### src/rtl/bilinear_scheduler.sv
// bilinear_scheduler: issues four diagonal bilinear requests per 3x3 window
// and assembles the 8-point sample ring. Optional macro: SCHED_TIMEOUT_EN.
module bilinear_scheduler #(
  parameter int DW     = 8,
  parameter int TO_CYC = 16
) (
  input  logic            clk,
  input  logic            rst,
  input  logic            in_valid,
  output logic            in_ready,
  input  logic [9*DW-1:0] win,
  input  logic [1:0]      r_in,
  output logic [1:0]      ip_angle,
  output logic [1:0]      ip_r,
  output logic [DW-1:0]   ip_A,
  output logic [DW-1:0]   ip_B,
  output logic [DW-1:0]   ip_C,
  output logic [DW-1:0]   ip_D,
  output logic            ip_issue,
  input  logic [DW-1:0]   ip_I,
  input  logic            ip_z,
  output logic            out_valid,
  input  logic            out_ready,
  output logic [8*DW-1:0] samples,
  output logic [DW-1:0]   center,
  output logic            err
);

  typedef enum logic [1:0] {
    IDLE,
    ISSUE,
    WAIT,
    OUT
  } state_t;

  state_t             state_q, state_d;
  logic [9*DW-1:0]    win_q, win_d;
  logic [1:0]         r_q, r_d;
  logic [1:0]         iss_q, iss_d;
  logic [2:0]         res_cnt_q, res_cnt_d;
  logic [3:0][DW-1:0] res_q, res_d;
  logic [DW-1:0]      p [9];
  logic               cap;

  for (genvar k = 0; k < 9; k++) begin : g_pix
    assign p[k] = win_q[DW*k +: DW];
  end

`ifdef SCHED_TIMEOUT_EN
  localparam int TW = (TO_CYC > 1) ? $clog2(TO_CYC) : 1;
  logic [TW-1:0] to_q, to_d;
  logic          err_q, err_d;
`endif

  // Next state, window latch, in-order result capture and WAIT timeout
  always_comb begin
    state_d   = state_q;
    win_d     = win_q;
    r_d       = r_q;
    iss_d     = iss_q;
    res_cnt_d = res_cnt_q;
    res_d     = res_q;
`ifdef SCHED_TIMEOUT_EN
    to_d      = to_q;
    err_d     = err_q;
`endif
    cap = ip_z && (res_cnt_q < 3'd4) &&
          (state_q == ISSUE || state_q == WAIT);
    if (cap) begin
      res_d[res_cnt_q[1:0]] = ip_I;
      res_cnt_d             = res_cnt_q + 3'd1;
    end
    unique case (state_q)
      IDLE: begin
        if (in_valid) begin
          win_d     = win;
          r_d       = r_in;
          iss_d     = '0;
          res_cnt_d = '0;
          state_d   = ISSUE;
`ifdef SCHED_TIMEOUT_EN
          to_d      = '0;
`endif
        end
      end
      ISSUE: begin
        iss_d = iss_q + 2'd1;
        if (iss_q == 2'd3) state_d = WAIT;
      end
      WAIT: begin
        if (res_cnt_q == 3'd4) begin
          state_d = OUT;
        end
`ifdef SCHED_TIMEOUT_EN
        else if (res_cnt_d != 3'd4) begin
          if (to_q == TW'(TO_CYC - 1)) begin
            err_d     = 1'b1;
            res_cnt_d = '0;
            state_d   = IDLE;
          end else begin
            to_d = to_q + TW'(1);
          end
        end
`endif
      end
      OUT: begin
        if (out_ready) state_d = IDLE;
      end
      default: state_d = IDLE;
    endcase
  end

  // Request mux: corners per angle, quiet outside ISSUE
  always_comb begin
    ip_issue = (state_q == ISSUE);
    ip_angle = '0;
    ip_A     = '0;
    ip_B     = '0;
    ip_C     = '0;
    ip_D     = '0;
    if (ip_issue) begin
      ip_angle = iss_q;
      unique case (iss_q)
        2'd0: begin
          ip_A = p[1]; ip_B = p[2];
          ip_C = p[4]; ip_D = p[5];
        end
        2'd1: begin
          ip_A = p[0]; ip_B = p[1];
          ip_C = p[3]; ip_D = p[4];
        end
        2'd2: begin
          ip_A = p[3]; ip_B = p[4];
          ip_C = p[6]; ip_D = p[7];
        end
        default: begin
          ip_A = p[4]; ip_B = p[5];
          ip_C = p[7]; ip_D = p[8];
        end
      endcase
    end
  end

  // State and datapath registers
  always_ff @(posedge clk or negedge rst) begin
    if (!rst) begin
      state_q   <= IDLE;
      win_q     <= '0;
      r_q       <= '0;
      iss_q     <= '0;
      res_cnt_q <= '0;
      res_q     <= '0;
    end else begin
      state_q   <= state_d;
      win_q     <= win_d;
      r_q       <= r_d;
      iss_q     <= iss_d;
      res_cnt_q <= res_cnt_d;
      res_q     <= res_d;
    end
  end

`ifdef SCHED_TIMEOUT_EN
  // Timeout counter and sticky error flag
  always_ff @(posedge clk or negedge rst) begin
    if (!rst) begin
      to_q  <= '0;
      err_q <= 1'b0;
    end else begin
      to_q  <= to_d;
      err_q <= err_d;
    end
  end

  assign err = err_q;
`else
  logic unused_to;
  assign unused_to = |TO_CYC;
  assign err       = 1'b0;
`endif

  assign in_ready  = (state_q == IDLE);
  assign out_valid = (state_q == OUT);
  assign ip_r      = r_q;
  assign center    = p[4];
  assign samples   = {res_q[3], p[7], res_q[2], p[3],
                      res_q[1], p[1], res_q[0], p[5]};

endmodule

### config.mk
export PLATFORM = sky130hd
export DESIGN_NAME = bilinear_scheduler
export DESIGN_NICKNAME = d
export VERILOG_FILES = /design/src/rtl/bilinear_scheduler.sv
export SDC_FILE = /design/constraint.sdc
export NUM_CORES = 1
export LEC_CHECK = 0
export CORE_MARGIN = 2
export CORE_UTILIZATION = 40
export DETAILED_ROUTE_END_ITERATION = 6
export PLACE_DENSITY = 0.72
export SLEW_MARGIN = 40
export SYNTH_ARGS = -nofsm -noshare
export SYNTH_HDL_FRONTEND = slang
export SYNTH_SLANG_ARGS = --single-unit
### constraint.sdc
create_clock -name clk -period 4.6 [get_ports clk]
set_input_delay 0.92 -clock clk [delete_from_list [all_inputs] [get_ports clk]]
set_output_delay 0.92 -clock clk [all_outputs]
set_load 0.05 [all_outputs]
# After elaboration in Yosys (flattened, before gate mapping)
# Cells that the tools add are included.
# op_classes
add_sub_neg	2
n_mul	0
n_div	0
n_lt_le_gt_ge	3
eq_ne	11
shifts	0
muxes	22
n_bitwise	0
n_reduce_logical	10
# op_table
operator	count
one-hot mux 8 bit (3 select lines)	4
2-to-1 mux 8 bit	5
bitwise mux 32 bit	1
demux 8 bit (select 2 bit)	1
2-to-1 mux 2 bit	6
2-to-1 mux 3 bit	3
== test 2 bit (second input constant)	4
one-hot mux 2 bit (4 select lines)	1
inequality test 2 x 1 -> 1 bit (second input constant)	3
== test 2 x 1 -> 1 bit (second input constant)	2
zero test 2 bit	2
one-hot mux 2 bit (2 select lines)	1
AND reduction 2 bit	2
AND reduction 4 bit	1
adder 3 x 1 -> 3 bit (second input constant)	1
== test 3 bit (second input constant)	1
logical AND 1 bit	3
less-than comparator 2 x 3 -> 1 bit (second input constant)	1
less-than comparator 3 bit (second input constant)	1
adder 2 x 1 -> 2 bit (second input constant)	1
greater-or-equal comparator 2 x 1 -> 1 bit (second input constant)	1
inequality test 2 bit (second input constant)	1
nonzero test 2 bit	1
logical OR 1 bit	1
# totals
reg_bits	113
latchBits	0
ram_bits	0
rom_bits	0
in_bits	87
out_inout_bits	112
memories	0

# Logic depth before layout (Yosys ltp)
# logic_depth
word_depth	6
ltp_mapped	7
mapped_depth_nobuf	5

# Least setup slack after synthesis
# No wires, ideal clock.
# synth_timing
kind	flip-flop to output port
start	register state_q[1]
end	output port ip_A[0]
arrival_ns	2.362
setup_slack_ns	1.318
stages_incl_launch_ff	7
path_buffers	2
path_cell_list	dfrtp_1 -> inv_1 -> ha_1 -> clkbuf_1 -> clkbuf_1 -> o21ai_0 -> a21oi_1
# synth_between
elab_chain_cells	2
# synth_rtl
element	line	source
start, declared	36	state_t state_q, state_d;
start signal, assigned	154	state_q <= state_d;
== test 2 x 1 -> 1 bit	115	ip_issue = (state_q == ISSUE);
net ip_issue	19	output logic ip_issue,
2-to-1 mux 8 bit	121	if (ip_issue) begin
end, declared	15	output logic [DW-1:0] ip_A,
# The timed path passes the listed nets, and every way through them passes these cells.

# Final worst setup path
# layout_timing
start	register iss_q[0]
end	output port ip_D[1]
# layout_between
elab_chain_cells	3
word_cells_on_any_way	5
classes_between	eq/ne (2); mux (2); reduce/logical (1)
# layout_rtl
element	line	source
start, declared	39	logic [1:0] iss_q, iss_d;
start signal, assigned	157	iss_q <= iss_d;
== test 2 bit, or another cell as far along	123	unique case (iss_q)
one-hot mux 8 bit (3 select lines) *	123	
2-to-1 mux 8 bit *	121	
end, declared	18	output logic [DW-1:0] ip_D,
# Mark *: on every way between the ends. The rest lies on a longest branch, timed or not.

==> results.tsv <==
metric	value	unit
synth_cell_types	31	
cts_buffer_depth	2	
tightest_slew	738.5	ps
pin_count	199	
dr.pass1.iters	6	
drt-initial-drc-count	570	
grt_pass1_wl	24470	um
critical_path_required	3680	ps
path_max_fanout	19	
postRouteAntennaNets	0	
antenna_found_initial	0	
worstSetupStartpointType	flop	
area_growth	42.21	%
initial_core_util	40.77	%
synth_cells	434	
routabilityCongestion	0.9150	
synth.area.top_cells	dfrtp_1, mux2_2, mux2_4	
synth_ff_type	dfrtp_1	
via_per_inst	5.389	
core-area	13830	um2
period_needed	4062	ps
yosysWarnings	0	
drv_cap	0	
hold_viol_final	0	
drive_gt1_share	25.29	%
gr-total-overflow	0	
grt_pass1_vias	4290	
clock_sinks	113	
synthesis.nets	534	
rsz0062_at_grt	false	
cts_resized	0	
rows	43	
place_area	7417	um2
cts_root_buffer	clkbuf_16	
fp.dieW	122.7	um
grt_usage	22.01	%
h-tree-depth	4	
period_share	88.31	%
worst_setup_path_end_kind	output pin	
max_freq	246.2	MHz
synth_top_area_share	50.16	%
ctsHoldBuffers	0	
setup_violations	0	
synth-seq-cells	113	
yosysTopAreaCell	dfrtp_1	
clock_latency	400	ps
fin_area	8018	um2
tns	0	ps
grt_start_max_net_pins	57	
cts_inserted_buffers	17	
async_flop_share	100.0	%
wire_per_inst	20.83	um
max_slew_margin	50.77	%
yosysSeqAreaShare	50.16	%
synth_common_cells	dfrtp_1, mux2_2, buf_4	
nFillCells	1146	
port_buffers	197	
clkTransAtPathRegs	50	ps
cp.arrival	3140	ps
syn-cell-area	5638	um2
num-nets-final	688	
synth_edf_count	0	
via_count	4209	
syn_area_per_cell	12.99	um2
final_max_slew_viol_count	0	
hold_path.class	flop to flop	
yosysMostFrequentCell	dfrtp_1	
cts_setup_buffers	0	
path_class	flop to output pin	
num_antenna_cells	0	
hpwl	11690	um
outcome	completed	
wl	16270	um
cts_tree	yes	
drc	0	
die_y	122.7	um
finClkSkew	3.752	ps
die_area	15060	um2
layer usage:
layer	share of wire, %	vias to the layer above	routed length, um	GRT usage, %
li1	-	1891	-	-
met1	45	2100	7254	30.55
met2	47	183	7617	32.98
met3	5.6	35	911	5.251
met4	3.0	0	487	9.195
met5	0	-	0	0
kinds of logic after synthesis:
group | share of synthesized area, %
flops | 50.16
mux | 23.52
compound gates | 12.07
buf+inv | 9.188
simple gates | 1.953
fa+ha+maj | 2.885
other cells | 0.06651
xor+xnor | 0.1554
layout by cell type, fill, tap and decap left out, types with 3 or more instances in the layout:
cell / n
bufinv_16: 3
clkdlybuf4s50_1: 196
nor2b_1: 3
o21ai_0: 32
nand2_2: 4
clkbuf_1: 3
ha_1: 12
clkbuf_16: 17
dfrtp_1: 113
clkinv_2: 4
nand2_1: 3
inv_1: 7
mux2_2: 80
a21oi_1: 33
buf_4: 8
a222oi_1: 32
mux2_4: 27
metrics by stage:
step                      hold slack (ps)  worst slack (ps)  util [%]  std cells
after global placement              489.6              1051     53.64        749
final                               508.0             537.7     57.99        781
after detailed placement            493.7             990.6     53.64        749
after CTS                           505.7             534.4     57.97        781
after floorplan                     475.2              1318         -        434
after global routing                516.1             368.5     57.99        781
final cells by class:
type | instances | area [um2] | area share (%)
flip-flops and latches | 113 | 2828 | 35.27
multi-input cells | 243 | 2295 | 28.62
repair buffers | 205 | 2042 | 25.47
clock buffers | 22 | 464.2 | 5.790
well taps | 180 | 225.2 | 2.809
clock inverters | 10 | 133.9 | 1.670
inverters | 8 | 30.03 | 0.3745
worst paths after layout:
check                      slack [ps]        end  cells past startpoint       start
hold reg to reg                   510  win_q[65]                      1   win_q[65]
hold / removal                    510  win_q[65]                      1   win_q[65]
setup / recovery                  540    ip_D[1]                      6    iss_q[0]
min in group asynchronous         560  win_q[11]                      1         rst
max in group asynchronous        3100   win_q[7]                      2         rst
setup reg to reg                 2390  win_q[35]                      5  state_q[0]
registers in the layout, summed over array words and instances, names as in the netlist:
| register | count |
|---|---|
| win_q | 72 |
| samples | 32 |
| res_cnt_q | 3 |
| ip_r | 2 |
| iss_q | 2 |
| state_q | 2 |
critical path: stages, from the launching register on:
cell and delay (ps):
dfrtp_1 430, inv_1 130, ha_1 650, buf_4 340, a222oi_1 110, a21oi_1 240
clkdlybuf4s50_1 840
Power is left out: the tool's default activity adds up to more than one toggle a clock period on the data nets, which glitch-free logic cannot reach.
